[src/rtl/soc_system_pio_pkg.sv]
// Shared definitions for the soc_system_pio bidirectional PIO: register map and edge types.
package soc_system_pio_pkg;

  localparam logic [2:0] ADDR_DATA        = 3'd0;
  localparam logic [2:0] ADDR_DIRECTION   = 3'd1;
  localparam logic [2:0] ADDR_IRQMASK     = 3'd2;
  localparam logic [2:0] ADDR_EDGECAPTURE = 3'd3;
  localparam logic [2:0] ADDR_OUTSET      = 3'd4;
  localparam logic [2:0] ADDR_OUTCLEAR    = 3'd5;

  typedef enum logic [1:0] {
    EDGE_RISING  = 2'd0,
    EDGE_FALLING = 2'd1,
    EDGE_ANY     = 2'd2
  } edge_type;

  // Integer parameter to edge type; unknown codes fall back to rising.
  function automatic edge_type to_edge_type(input int t);
    case (t)
      1:       return EDGE_FALLING;
      2:       return EDGE_ANY;
      default: return EDGE_RISING;
    endcase
  endfunction

endpackage

[src/rtl/soc_system_pio_sync.sv]
// Input synchroniser (SYNC_STAGES deep) plus one delay flop for edge detection.
module soc_system_pio_sync
  import soc_system_pio_pkg::*;
#(
  parameter int unsigned WIDTH       = 5,
  parameter int unsigned SYNC_STAGES = 2,
  parameter edge_type    EDGE_SEL    = EDGE_RISING,
  parameter bit          EDGE_EN     = 1'b1
) (
  input  logic             clk,
  input  logic             reset_n,
  input  logic [WIDTH-1:0] in_port,
  output logic [WIDTH-1:0] sync_in,
  output logic [WIDTH-1:0] edge_det
);

  logic [WIDTH-1:0] stage [SYNC_STAGES];

  always_ff @(posedge clk or negedge reset_n) begin
    if (!reset_n) begin
      for (int unsigned i = 0; i < SYNC_STAGES; i++) stage[i] <= '0;
    end else begin
      stage[0] <= in_port;
      for (int unsigned i = 1; i < SYNC_STAGES; i++) stage[i] <= stage[i-1];
    end
  end

  assign sync_in = stage[SYNC_STAGES-1];

  generate
    if (EDGE_EN) begin : g_edge
      logic [WIDTH-1:0] delay_q;

      always_ff @(posedge clk or negedge reset_n) begin
        if (!reset_n) delay_q <= '0;
        else          delay_q <= sync_in;
      end

      always_comb begin
        edge_det = '0;
        case (EDGE_SEL)
          EDGE_RISING:  edge_det = sync_in & ~delay_q;
          EDGE_FALLING: edge_det = ~sync_in & delay_q;
          default:      edge_det = sync_in ^ delay_q;
        endcase
      end
    end else begin : g_no_edge
      assign edge_det = '0;
    end
  endgenerate

endmodule

[src/rtl/soc_system_pio_ctrl.sv]
// Avalon-MM bidirectional PIO: data/direction registers, atomic set/clear, synchronised inputs.
// SOC_SYSTEM_PIO_EDGE_IRQ_EN adds IRQMASK, EDGECAPTURE and irq; otherwise irq is tied low.
module soc_system_pio_ctrl
  import soc_system_pio_pkg::*;
#(
  parameter int unsigned      WIDTH       = 5,
  parameter logic [WIDTH-1:0] OUT_RESET   = '1,
  parameter logic [WIDTH-1:0] DIR_RESET   = '1,
  parameter int               EDGE_TYPE   = 0,
  parameter int unsigned      SYNC_STAGES = 2
) (
  input  logic             clk,
  input  logic             reset_n,
  input  logic [2:0]       address,
  input  logic             chipselect,
  input  logic             write_n,
  input  logic [31:0]      writedata,
  output logic [31:0]      readdata,
  input  logic [WIDTH-1:0] in_port,
  output logic [WIDTH-1:0] out_port,
  output logic [WIDTH-1:0] out_oe,
  output logic             irq
);

`ifdef SOC_SYSTEM_PIO_EDGE_IRQ_EN
  localparam bit EDGE_EN = 1'b1;
`else
  localparam bit EDGE_EN = 1'b0;
`endif

  logic             wr_en;
  logic [WIDTH-1:0] wdata;
  logic [WIDTH-1:0] data_out;
  logic [WIDTH-1:0] direction;
  logic [WIDTH-1:0] sync_in;
  logic [WIDTH-1:0] edge_det;
  logic [WIDTH-1:0] rd_val;

  assign wr_en = chipselect & ~write_n;
  assign wdata = writedata[WIDTH-1:0];

  soc_system_pio_sync #(
    .WIDTH       (WIDTH),
    .SYNC_STAGES (SYNC_STAGES),
    .EDGE_SEL    (to_edge_type(EDGE_TYPE)),
    .EDGE_EN     (EDGE_EN)
  ) u_sync (
    .clk      (clk),
    .reset_n  (reset_n),
    .in_port  (in_port),
    .sync_in  (sync_in),
    .edge_det (edge_det)
  );

  always_ff @(posedge clk or negedge reset_n) begin
    if (!reset_n) begin
      data_out  <= OUT_RESET;
      direction <= DIR_RESET;
    end else if (wr_en) begin
      case (address)
        ADDR_DATA:      data_out  <= wdata;
        ADDR_DIRECTION: direction <= wdata;
        ADDR_OUTSET:    data_out  <= data_out | wdata;
        ADDR_OUTCLEAR:  data_out  <= data_out & ~wdata;
        default: ;
      endcase
    end
  end

  assign out_port = data_out;
  assign out_oe   = direction;

`ifdef SOC_SYSTEM_PIO_EDGE_IRQ_EN
  logic [WIDTH-1:0] irqmask;
  logic [WIDTH-1:0] edgecapture;
  logic [WIDTH-1:0] cap_clear;

  assign cap_clear = (wr_en && address == ADDR_EDGECAPTURE) ? wdata : '0;

  // New edges are OR'd in after the clear, so a same-cycle edge keeps the bit set.
  always_ff @(posedge clk or negedge reset_n) begin
    if (!reset_n) begin
      irqmask     <= '0;
      edgecapture <= '0;
    end else begin
      if (wr_en && address == ADDR_IRQMASK) irqmask <= wdata;
      edgecapture <= (edgecapture & ~cap_clear) | edge_det;
    end
  end

  assign irq = |(edgecapture & irqmask);
`else
  assign irq = 1'b0;
`endif

  always_comb begin
    rd_val = '0;
    case (address)
      ADDR_DATA:        rd_val = (data_out & direction) | (sync_in & ~direction);
      ADDR_DIRECTION:   rd_val = direction;
`ifdef SOC_SYSTEM_PIO_EDGE_IRQ_EN
      ADDR_IRQMASK:     rd_val = irqmask;
      ADDR_EDGECAPTURE: rd_val = edgecapture;
`endif
      default:          rd_val = '0;
    endcase
  end

  always_comb begin
    readdata = '0;
    readdata[WIDTH-1:0] = rd_val;
  end

  logic unused_ok;
  assign unused_ok = ^{writedata, edge_det};

endmodule

[config.mk]
export PLATFORM = sky130hd
export DESIGN_NAME = soc_system_pio_ctrl
export DESIGN_NICKNAME = d
export VERILOG_FILES = /design/src/rtl/soc_system_pio_pkg.sv /design/src/rtl/soc_system_pio_sync.sv /design/src/rtl/soc_system_pio_ctrl.sv
export SDC_FILE = /design/constraint.sdc
export NUM_CORES = 1
export LEC_CHECK = 0
export ABC_AREA = 1
export CAP_MARGIN = 20
export CORE_MARGIN = 1.5
export CORE_UTILIZATION = 60
export DETAILED_ROUTE_END_ITERATION = 7
export DONT_BUFFER_PORTS = 1
export GPL_ROUTABILITY_DRIVEN = 0
export PLACE_DENSITY = 0.76
export SYNTH_ARGS = -nofsm -noshare
export SYNTH_HDL_FRONTEND = slang
export SYNTH_SLANG_ARGS = --single-unit
[constraint.sdc]
create_clock -name clk -period 1.2 [get_ports clk]
set_input_delay 0.24 -clock clk [delete_from_list [all_inputs] [get_ports clk]]
set_output_delay 0.24 -clock clk [all_outputs]
set_load 0.02 [all_outputs]
# Yosys cells after proc, flatten, opt, wreduce, memory -nomap -nowiden

Cells that the tools add are included.

Register bits after elaboration: 20
Input bits: 44
Output and inout port bits: 43
Word-level logic and storage cells: 22

Equal/unequal tests: 3
Multiplexer cells: 2
Bitwise logic cells: 9
Reductions and logical operators: 4

Operators by type and width:

| operator           | number |
|---|---|
| $and 5x5->5        | 3 |
| $pmux 5 s3         | 1 |
| $not 5->5          | 2 |
| $or 5x5->5         | 2 |
| $pmux 5 s2         | 1 |
| $eq 3x3->1 const B | 2 |
| $reduce_and 2->1   | 2 |
| $eq 3x1->1 const B | 1 |
| $logic_not 3->1    | 1 |
| $reduce_bool 3->1  | 1 |
| $and 1x1->1        | 1 |
| $not 1->1          | 1 |

# Depth between registers and ports, before layout

Depth in word-level cells: 4
Gate-level depth with buffers: 6
Depth with buffers taken out: 6

# Cells and area by module

From an unflattened synthesis, not the netlist that was laid out.

Cell total of the unflattened synthesis: 144
Area, all modules: 1214.9 sq um

By module, submodules not included:

| module              | instances | cells each | area each (sq um) | sequential area each (sq um) |
|---|---|---|---|---|
| soc_system_pio_ctrl | 1         | 123        | 885.8             | 262.8 |
| soc_system_pio_sync | 1         | 21         | 329.1             | 250.2 |

# Worst setup path after synthesis

Ideal clock, no wire load.

Path type: register -> output
Start: register direction[3] (netlist: out_oe[3])
End: output port readdata[3]
Data arrival time: 912 ps
Required time: 960 ps
Setup slack: 48 ps
Cell stages (with the launch flop): 6
Path buffers: 0
Cell sequence: dfstp_2 inv_1 nand2_1 nand2_1 nand2_1 o21ai_2

Word-level cells in the longest chain between the ends: 4
Elaborated cells between the ends (all ways): 5
Those cells by class: mux (1); bitwise (4)

Ends and longest elaborated chain:

| element                  | line                      | text |
|---|---|---|
| start: declaration       | soc_system_pio_ctrl.sv:34 | `logic [WIDTH-1:0] direction;` |
| start signal: assignment | soc_system_pio_ctrl.sv:62 | `ADDR_DIRECTION: direction <= wdata;` |
| $not 5->5                | soc_system_pio_ctrl.sv:99 | `ADDR_DATA: rd_val = (data_out & direction) \| (sync_in & ~direction);` |
| $and 5x5->5              | soc_system_pio_ctrl.sv:99 |  |
| $or 5x5->5               | soc_system_pio_ctrl.sv:99 |  |
| $pmux 5 s2 *             | soc_system_pio_ctrl.sv:98 | `case (address)` |
| end: declaration         | soc_system_pio_ctrl.sv:18 | `output logic [31:0] readdata,` |

Every way passes the cells marked *; elsewhere a longest branch is shown, timed or not.

# Worst setup path in the final report

Same ends and word-level chain as after synthesis.

==> impl_metrics.env <==
export IMPL_fmax_mhz=674
export IMPL_cts_root_buf="clkbuf_4"
export IMPL_area_growth_pct=17.8
export IMPL_p_total_mw=2.08
export IMPL_power_per_cell_area_mw_per_mm2=1550
export IMPL_period_share_pct=124
export IMPL_syn_inst=133
export IMPL_die_area_mm2=0.00216
export IMPL_start_util_pct=65.1
export IMPL_drt_iter0_drc=26
export IMPL_yosysMostFrequentCell="nand2_1"
export IMPL_finalNonFillerCells=182
export IMPL_max_stage_delay_ns=0.58
export IMPL_netlist_area_leader_share_pct=23.1
export IMPL_final_nets=202
export IMPL_violations="negative setup slack"
export IMPL_worst_pin_slew_ns=0.838
export IMPL_synthesis_area_mm2=0.00114
export IMPL_r2r_start="out_oe[3]"
export IMPL_max_slew_margin_pct=43.9
export IMPL_synth_edf_count=0
export IMPL_critPathSlowestCell="dfstp_2"
export IMPL_seq_area_um2=513
export IMPL_leakagePower_nw=0.700
export IMPL_yosysSeqAreaShare_pct=45.2
export IMPL_ys_ff_latch=20
export IMPL_viasPerCell=4.75
export IMPL_final_antenna_net_count=0
export IMPL_placed_cells_incl_taps=167
export IMPL_r2r_worst_path_cells=4
export IMPL_drtPass1Iterations=4
export IMPL_endpoint_kind="output port"
export IMPL_fin_ws_ns=-0.283
export IMPL_fin_area_mm2=0.00134
export IMPL_yosys_area_top_type="dfstp_2"
export IMPL_antenna_found_initial=0
export IMPL_drive_gt1_share_pct=29.9
export IMPL_ys_types=15
export IMPL_cp_max_fo=3
export IMPL_grt_max_degree=21
export IMPL_fp_row_count=15
export IMPL_timing_rr_end="out_oe[3]"
export IMPL_finalMaxSlewViolations=0
export IMPL_reg2reg_slack_ns=0.21
export IMPL_fin_crit_ns=1.48
export IMPL_avgSynthCellArea_um2=8.54
export IMPL_skew_ns=0.00606
export IMPL_ios=87
export IMPL_nFillCells=109
export IMPL_dpl_cell_area_mm2=0.00113
export IMPL_wirelength_um=2260
export IMPL_cts_tree="built"
export IMPL_hold_violations=0
export IMPL_critPathTopFamily="flip-flops"
export IMPL_numCtsBuffers=3
export IMPL_io_buffers=0
export IMPL_grt_ovfl_total=0
export IMPL_die_x_um=46.5
export IMPL_grt_usage_pct=23.3
export IMPL_crit_path_frequent_cell="nand2_1"
export IMPL_drc=0
export IMPL_path_cells="inv_2, nand2_1, nand2_1, nand2_2, o21ai_4"
export IMPL_required_ns=0.96
export IMPL_worstHoldStart="writedata[4]"
export IMPL_post_drt_wl_per_cell_um=12.4
export IMPL_maxCapViolations=0
export IMPL_antennaDiodeCount=0
export IMPL_dieHeight_um=46.5
export IMPL_ys_flop_type="dfstp_2"
export IMPL_multi_input_area_um2=457
export IMPL_yosysWarnings=0
export IMPL_synth_area_leaders="dfstp_2 (23%), dfrtp_1 (22%), buf_4 (19%)"
export IMPL_dp_hpwl_um=1520
export IMPL_clockBufferDepth=2
export IMPL_hold_path_cell_count=2
export IMPL_status="finished, violations left"
export IMPL_via_count=864
export IMPL_min_to="out_port[4]"
export IMPL_asyncSetResetFlopFracSynth_pct=100
export IMPL_hold_class="in -> reg"
export IMPL_clock_sinks=20
export IMPL_synthTopCellsByCount="nand2_1 (42), buf_4 (28), inv_1 (14)"
export IMPL_htree_levels=1
export IMPL_grt_setup_unrepaired="yes"
export IMPL_core_mm2=0.00175
export IMPL_clkTransAtPathRegs_ns=0.11
export IMPL_finalSetupViolations=15
export IMPL_grt_pass1_wl_um=3440
export IMPL_clk_latency_ns=0.30
export IMPL_grt_pass1_vias=770
export IMPL_startpoint_type="flop"
export IMPL_worstSetupPathDepth=5
export IMPL_irDropWorstVdd_v=0.00112
export IMPL_worst_path_buf_inv=1
export IMPL_cp_arrival_ns=1.24
export IMPL_crit_type="reg -> out"
export IMPL_dp_slack_ns=0.0804
export IMPL_holdWs_ns=0.0393
==> layer usage <==
layer	routed length, µm	up-vias	track usage, %
met4	37	0	12.0
li1	-	399	-
met2	1220	58	41.9
met3	186	7	3.92
met1	813	400	26.0
met5	0	-	0
==> placed cells by master, fill, tap and decap left out <==
cell type / netlist / routed
nand3_1: 10 / 10
o21ai_2: 10 / 9
nand2_2: 1 / 2
conb_1: 1 / 28
dfstp_2: 10 / 10
nand2_1: 42 / 41
o21ai_4: 0 / 1
dlygate4sd3_1: 0 / 6
buf_4: 28 / 3
dfrtp_1: 10 / 10
clkbuf_4: 0 / 3
nor2_4: 1 / 1
nor2_1: 2 / 2
nor3_2: 1 / 1
inv_2: 1 / 2
inv_1: 14 / 13
bufinv_16: 0 / 1
nand2_4: 1 / 1
buf_6: 1 / 13
==> report_power, final <==
group	total [mW]	internal, mW	switching [mW]
logic	0.660	0.267	0.392
clock network	0.544	0.338	0.206
registers	0.874	0.807	0.0666
total	2.08	1.41	0.665
==> layout make-up <==
class                           count  area share, %
Sequential cell                    20           38.3
Inverter                           15           4.21
Multi-Input combinational cell     96           34.1
Tap cell                           25           2.34
Clock inverter                      1           2.24
Timing Repair Buffer               22           17.1
Clock buffer                        3           1.68
==> flip-flops by register name, indices dropped and copies added, names as in the netlist <==
register and cells:
u_sync.stage 5, u_sync.sync_in 5, out_port 5, out_oe 5
==> worst max path at each step <==
stage               startpoint          end  slack, ns
floorplan            out_oe[3]  readdata[3]       0.05
global placement     out_oe[4]  readdata[4]       0.10
detailed placement   out_oe[3]  readdata[3]       0.08
CTS                  out_oe[3]  readdata[3]      -0.24
global route         out_oe[3]  readdata[3]      -0.34
finish               out_oe[3]  readdata[3]      -0.28
==> per-stage QoR <==
step / TNS (ns) / utilization, %
3_3_place_gp: 0 / 64.7
2_1_floorplan: 0 / -
3_5_place_dp: 0 / 64.7
4_1_cts: -1.61 / 75.4
6_report: -1.87 / 76.7
5_1_grt: -2.43 / 76.7
==> worst register-to-register path, delay by kind of cell, from the launching register on <==
kind	cells	cell delay (ns)
simple gates	1	0.07
flops	1	0.58
buf+inv	2	0.21
compound gates	1	0.07
==> cells by family after synthesis <==
logic type	Yosys count	synth area share [%]
simple gates	58	22.4
buf+inv	44	24.4
compound gates	10	7.71
other cells	1	0.330
flops	20	45.2
==> timing repair <==
item                                    in CTS  in global routing
gates resized for setup                     14                  3
buffers inserted                             3                  3
hold endpoints to repair                    25                  0
endpoints found under the setup margin      15                 15
hold buffers                                 6                  0
pin swaps                                    1                  0
Power figures use the tool's default switching activity.
